<file path="config.mk">
export PLATFORM = sky130hd
export DESIGN_NAME = mux_scan_reader
export DESIGN_NICKNAME = d
export VERILOG_FILES = /design/src/rtl/mux_scan_pkg.sv /design/src/rtl/mux_scan_debounce.sv /design/src/rtl/mux_scan_reader.sv
export SDC_FILE = /design/constraint.sdc
export NUM_CORES = 1
export LEC_CHECK = 0
export CORE_ASPECT_RATIO = 0.8
export CORE_UTILIZATION = 51
export DETAILED_ROUTE_END_ITERATION = 7
export PLACE_DENSITY = 0.73
export SYNTH_ARGS = -nofsm -noshare
export SYNTH_HDL_FRONTEND = slang
export SYNTH_HIERARCHICAL = 1
export SYNTH_SLANG_ARGS = --single-unit
export TNS_END_PERCENT = 10
</file>
<file path="constraint.sdc">
create_clock -name clk -period 2.3 [get_ports clk]
set_clock_uncertainty 0.15 [all_clocks]
set_input_delay 0.23 -clock clk [delete_from_list [all_inputs] [get_ports clk]]
set_output_delay 0.23 -clock clk [all_outputs]
set_load 0.005 [all_outputs]
</file>
<file path="src/rtl/mux_scan_pkg.sv">
// Shared definitions for the 74x251 mux-bank scanner.
package mux_scan_pkg;

  // Select positions on one '251 and the width of the select bus.
  localparam int unsigned MUX_POSITIONS = 8;
  localparam int unsigned SEL_W         = 3;

  typedef enum logic [1:0] {
    StIdle,
    StSettle,
    StSample,
    StCompare
  } state_t;

endpackage

</file>
<file path="src/rtl/mux_scan_debounce.sv">
// Sweep-to-sweep debounce plus the valid/ack publish register for the scanner.
module mux_scan_debounce #(
  parameter int unsigned Width    = 16,
  parameter int unsigned Debounce = 3
) (
  input  logic             clk_i,
  input  logic             rst_i,
  input  logic             compare_i,
  input  logic             abort_i,
  input  logic [Width-1:0] word_i,
  input  logic             ack_i,
  output logic [Width-1:0] data_o,
  output logic             valid_o,
  output logic             overrun_o
);

  localparam int unsigned CntW = $clog2(Debounce + 1);
  localparam logic [CntW-1:0] CntMax = CntW'(Debounce);

  logic [Width-1:0] prev_q, prev_d;
  logic [Width-1:0] data_q, data_d;
  logic [CntW-1:0]  cnt_q, cnt_d;
  logic [CntW-1:0]  cnt_upd;
  logic             valid_q, valid_d;
  logic             ovr_q, ovr_d;
  logic             first_q, first_d;
  logic             publish;

  // Next-state for the stable counter, publish decision and the handshake.
  always_comb begin
    prev_d  = prev_q;
    data_d  = data_q;
    cnt_d   = cnt_q;
    valid_d = valid_q;
    ovr_d   = ovr_q;
    first_d = first_q;

    if (word_i == prev_q) begin
      cnt_upd = (cnt_q >= CntMax) ? CntMax : cnt_q + CntW'(1);
    end else begin
      cnt_upd = CntW'(1);
    end
    publish = compare_i && (cnt_upd == CntMax) && ((word_i != data_q) || first_q);

    if (valid_q && ack_i) begin
      valid_d = 1'b0;
    end

    if (compare_i) begin
      prev_d = word_i;
      cnt_d  = cnt_upd;
    end

    if (publish) begin
      // Acked in this same cycle counts as free; otherwise the word is lost,
      // but the counter stays saturated so it republishes after the ack.
      if (!valid_q || ack_i) begin
        data_d  = word_i;
        valid_d = 1'b1;
        first_d = 1'b0;
      end else begin
        ovr_d = 1'b1;
      end
    end

    if (abort_i) begin
      cnt_d = '0;
    end
  end

  // Debounce and publish state registers.
  always_ff @(posedge clk_i or posedge rst_i) begin
    if (rst_i) begin
      prev_q  <= '0;
      data_q  <= '0;
      cnt_q   <= '0;
      valid_q <= 1'b0;
      ovr_q   <= 1'b0;
      first_q <= 1'b1;
    end else begin
      prev_q  <= prev_d;
      data_q  <= data_d;
      cnt_q   <= cnt_d;
      valid_q <= valid_d;
      ovr_q   <= ovr_d;
      first_q <= first_d;
    end
  end

  assign data_o    = data_q;
  assign valid_o   = valid_q;
  assign overrun_o = ovr_q;

endmodule

</file>
<file path="src/rtl/mux_scan_reader.sv">
// Scans a bank of 74x251 muxes, assembles one word per sweep and hands it to
// the debounce/publish stage.
module mux_scan_reader
  import mux_scan_pkg::*;
#(
  parameter int unsigned NUM_MUX  = 2,
  parameter int unsigned SETTLE   = 2,
  parameter int unsigned DEBOUNCE = 3
) (
  input  logic                             clk,
  input  logic                             reset,
  input  logic                             run,
  output logic [SEL_W-1:0]                 mux_sel,
  output logic                             mux_ne,
  input  logic [NUM_MUX-1:0]               mux_y,
  output logic [MUX_POSITIONS*NUM_MUX-1:0] data,
  output logic                             valid,
  input  logic                             ack,
  output logic                             overrun,
  output logic                             sweep_done
);

  localparam int unsigned WordW = MUX_POSITIONS * NUM_MUX;
  localparam int unsigned WaitW = (SETTLE > 1) ? $clog2(SETTLE) : 1;
  localparam logic [WaitW-1:0] WaitLast = WaitW'(SETTLE - 1);
  localparam logic [SEL_W-1:0] SelLast  = SEL_W'(MUX_POSITIONS - 1);

  state_t           state_q, state_d;
  logic [SEL_W-1:0] sel_q, sel_d;
  logic             ne_q, ne_d;
  logic [WaitW-1:0] wait_q, wait_d;
  logic [WordW-1:0] sweep_q, sweep_d;
  logic             compare;
  logic             abort;

  // Sweep FSM: settle, sample, advance select, compare at end of sweep.
  always_comb begin
    state_d = state_q;
    sel_d   = sel_q;
    ne_d    = ne_q;
    wait_d  = wait_q;
    sweep_d = sweep_q;
    compare = 1'b0;
    abort   = 1'b0;

    unique case (state_q)
      StIdle: begin
        sel_d = '0;
        ne_d  = 1'b1;
        if (run) begin
          state_d = StSettle;
          ne_d    = 1'b0;
          wait_d  = '0;
        end
      end
      StSettle: begin
        if (!run) begin
          abort = 1'b1;
        end else if (wait_q == WaitLast) begin
          state_d = StSample;
        end else begin
          wait_d = wait_q + WaitW'(1);
        end
      end
      StSample: begin
        if (!run) begin
          abort = 1'b1;
        end else begin
          for (int b = 0; b < NUM_MUX; b++) begin
            sweep_d[b*MUX_POSITIONS + int'(sel_q)] = mux_y[b];
          end
          wait_d = '0;
          if (sel_q == SelLast) begin
            state_d = StCompare;
            sel_d   = '0;
          end else begin
            state_d = StSettle;
            sel_d   = sel_q + SEL_W'(1);
          end
        end
      end
      StCompare: begin
        compare = 1'b1;
        wait_d  = '0;
        if (run) begin
          state_d = StSettle;
        end else begin
          state_d = StIdle;
          ne_d    = 1'b1;
          sel_d   = '0;
        end
      end
      default: begin
        state_d = StIdle;
        ne_d    = 1'b1;
        sel_d   = '0;
      end
    endcase

    // A dropped run discards the partial sweep; the buffer is fully
    // rewritten by the next sweep so it needs no clearing.
    if (abort) begin
      state_d = StIdle;
      sel_d   = '0;
      ne_d    = 1'b1;
    end
  end

  // FSM, mux drive and sweep buffer registers.
  always_ff @(posedge clk or posedge reset) begin
    if (reset) begin
      state_q <= StIdle;
      sel_q   <= '0;
      ne_q    <= 1'b1;
      wait_q  <= '0;
      sweep_q <= '0;
    end else begin
      state_q <= state_d;
      sel_q   <= sel_d;
      ne_q    <= ne_d;
      wait_q  <= wait_d;
      sweep_q <= sweep_d;
    end
  end

  assign mux_sel    = sel_q;
  assign mux_ne     = ne_q;
  assign sweep_done = (state_q == StCompare);

  mux_scan_debounce #(
    .Width    (WordW),
    .Debounce (DEBOUNCE)
  ) u_debounce (
    .clk_i     (clk),
    .rst_i     (reset),
    .compare_i (compare),
    .abort_i   (abort),
    .word_i    (sweep_q),
    .ack_i     (ack),
    .data_o    (data),
    .valid_o   (valid),
    .overrun_o (overrun)
  );

endmodule

</file>
==> summary by stage <==
Floorplanning
The standard-cell row count is 24. During I/O placement, the number of pins put on the boundary was 29. The overall die height is 69.51 um. For this configuration, the core starts out at a cell density of 53.16%.

The die covers ~6000 sq um. From left edge to right edge, the die measures 86.39 um. The total core area is 5465 sq um.

Worst setup path
The family with the most delay on the worst path is simple AND/OR/NAND/NOR gates. The signal arrival time at the worst endpoint is 2390 ps. The largest stage delay on the critical path is around 380 ps. In this run the worst path has a maximum fanout of 11.

The critical path is of the reg2reg type. The library cell contributing the largest single delay on the critical path is sky130_fd_sc_hd__dfrtp_1. The capturing element type of the critical path is a flip-flop. The number of buffers and inverters on the critical path is 2. The worst setup path is launched from a flip-flop.

At the worst endpoint, the required time is 2380 ps. The signal on the critical path passes through xor2_1 -> nor4_2 -> buf_4 -> nand4_1 -> a2111oi_4 -> buf_6 -> mux2_2.

Layout
The area growth from synthesis to layout is 24.76%. The layout cell share with drive strength beyond 1 is between 30% and 40%. The filler cell count is 422. After the last flow step, the layout net total stands at approximately 290. At the end of the flow the core is filled with cells to about two thirds. The finished layout holds 361 standard cells, fillers aside. The final antenna diode count is 0.

Clock network
The maximum count of clock buffers along a single path is 2. CTS saw 60 sinks. In this run the clock root is driven by a sky130_fd_sc_hd__clkbuf_8. The CTS H-tree depth is 3. The clock-pin slew on the worst setup and hold paths is about 70 ps.

The number of buffers inserted during clock tree synthesis is 9. The clock tree from TritonCTS is built. For the worst-skew pair, the clock arrives at the later sink with an insertion delay of between 300 and 400 ps.

STA
The headroom to the max-slew limit is between 60% and 70%. Timing would allow up to around 430 MHz. Setup repair after global routing could not meet its margin everywhere. The minimum setup slack in the final design is -8.975 ps. The final setup violation count is 10. For the pin with the worst max-slew slack, the measured transition is 484.6 ps. The final number of hold-violating endpoints was 0.

Hold is met by about 100 ps. Dividing the final minimum period by the clock period gives 100.4%. The final-report max-slew violation count is 0.

After layout, the minimum clock period comes to about 2300 ps.

Synthesis
The post-synthesis sequential area ratio is just over 50%. The synthesized area is just under 3000 sq um. The average cell area after synthesis is approximately 13 sq um.

The synthesized design contains 60 register bits. The synthesized netlist cell count is approximately 230. In this run, distinct cell masters in the synthesized netlist total 33. During synthesis, Yosys emitted a total of 6 warnings. The number of nets in the synthesized netlist is 240.

Status
The final reports fail on setup timing. The run finished, with violations left.

Route
The iteration-0 DRC count of the detailed router is between 150 and 200. Using the TritonRoute via totals, the vias-per-cell ratio works out to about 5.2. The final route contains between 1500 and 2000 vias. The pre-antenna-repair detailed-routing pass consisted of 4 iterations. In the routed design, unresolved DRC markers number 0. The post-detailed-routing wire length is 5736 um. The final antenna-violating net count is 0. The wire length per cell is about 16 um.

Global route
The wire length of the first global-routing pass is 9528 um. The number of global-route vias before repair is 1882. The pin count of the biggest net entering global routing is 38.

The number of antenna violations at the first check in global routing is 0. Global routing finished with a remaining overflow of 0. Across every metal layer, demand over resource in global routing totals between 20% and 30%.

Place
The port buffer count is 28. Before CTS, the worst setup slack after placement is -129.6 ps. The total instance count after detailed placement is around 350. At the end of routability-driven placement, the weighted congestion stood at approximately 0.76. The post-detailed-placement half-perimeter wirelength is between 3000 and 4000 um.

Power and ir drop
The design draws roughly 3.6 mW. The power density of the placed cells is roughly 1000 nW/um^2. The worst voltage drop across the vdd grid is about 0.47 mV. The analysis attributes to cell leakage a power of 1.736 nW.

Run
The max-cap check violation count is 0.

Min path
The min-delay analysis places its worst path in the category in2async.
-- report_power, final --
part           switching (mW)  internal [mW]  leakage, nW  total (mW)
clock                   0.408          0.616        0.112        1.02
combinational           0.578          0.620        0.811        1.20
sequential              0.180           1.23        0.814        1.41
-- registers in the layout (all words and copies together), names as in the netlist --
signal	flops
wait_q	1
state_q	2
u_debounce/valid_o	1
mux_ne	1
u_debounce/prev_q	16
sweep_q	16
mux_sel	3
u_debounce/first_q	1
u_debounce/data_o	16
u_debounce/overrun_o	1
u_debounce/cnt_q	2
-- worst reg2reg max path: cells and delay by family, from the launching register on --
family	cells	cell delay (ps)
AOI/OAI and AO/OA	1	290
DFF	1	380
buffers and inverters	2	370
muxes	1	350
xor gates and xnor gates	1	180
and+or+nand+nor	2	470
-- layout by cell type, fill, tap and decap left out, drive strengths merged, types with 2 or more instances in the layout --
cell type,synthesis,final
ha,7,7
xor2,17,17
clkbuf,2,13
nand3,2,2
inv,10,10
nand4,4,4
nand4b,4,4
nand2,8,8
nor3,6,6
buf,3,17
nor2,10,10
nor2b,4,4
o21ai,7,7
xnor2,15,15
mux2,49,49
clkdlybuf4s50,0,28
dfrtp,58,58
dfstp,2,2
nor4,6,6
a21oi,3,3
-- kinds of logic (layout without fill, tap and decap cells) --
logic type               after synthesis  in the layout  share of synthesized area [%]
flip-flops                            60             60                          51.77
multiplexers                          49             49                          18.99
AND/OR/NAND/NOR                       46             46                          9.044
XOR/XNOR                              32             32                          9.647
AO/OA/AOI/OAI                         18             18                          4.953
buffers and inverters                 15             71                          2.584
adder cells (fa/ha/maj)                7              7                          3.015
-- path summary, 6_finish.rpt --
path                            slack (ps)          startpoint                    to  depth (start not counted)
worst max-delay path                    -9          sweep_q[8]  u_debounce/data_o[2]                          7
worst min-delay path                   100               reset            sweep_q[1]                          3
worst max register to register          -9          sweep_q[8]  u_debounce/data_o[2]                          7
worst min register to register         340  u_debounce/first_q    u_debounce/first_q                          1
max in group asynchronous             1460               reset    u_debounce/first_q                          3
min in group clk                       340  u_debounce/first_q    u_debounce/first_q                          1
-- metrics by stage --
stage	area, sq um	setup TNS, ps
after floorplan	2905	0
after global placement	3373	-370.3
after detailed placement	3373	-1635
after CTS	3617	-274.9
after global routing	3625	-1711
final	3625	-55.84
-- layout make-up --
cell class              instances  area, sq um  share of cell area (%)
flip-flops and latches         60         1504                   41.49
well taps                      78        97.59                   2.692
clock inverters                 3        42.54                   1.174
multi-input cells             152         1345                   37.11
repair buffers                 45        419.2                   11.56
clock buffers                  13        178.9                   4.936
inverters                      10        37.54                   1.036
-- routing by layer --
layer / GRT usage [%] / routed length [um] / up-vias
met5: 0 / 0 / -
met4: 6.296 / 49 / 0
met3: 8.571 / 240 / 6
met2: 30.69 / 2534 / 36
met1: 31.47 / 2912 / 931
li1: - / - / 910
-- synth_stat cells, drive strengths merged --
library cell  instances  area (sq um)
a311oi                1         8.760
nor2b                 4         25.02
and3                  1         6.260
a211oi                1         7.510
inv                  10         37.54
dfrtp                58          1451
mux2                 49         551.8
buf                   3         30.03
xnor2                15         131.4
o32a                  1         10.01
dfstp                 2         52.55
a21oi                 3         18.77
nor4                  6         37.54
clkbuf                2         7.510
a2111oi               1         27.53
a32oi                 1         8.760
nand2                 8         32.54
xor2                 17         148.9
nand4                 4         25.02
ha                    7         87.58
nand4b                4         35.03
nor2                 10         37.54
o21ai                 7         35.03
nor4b                 1         23.77
a41o                  1         10.01
nor3                  6         30.03
o31a                  1         8.760
nand3                 2         10.01
a31o                  1         8.760
-- repair_timing --
action,in CTS,in global routing
resized for setup,4,2
setup endpoints to repair,16,17
pin swaps,2,0
buffers inserted,0,0
hold buffers,0,0
No activity file was read; power rests on OpenSTA's default activity.
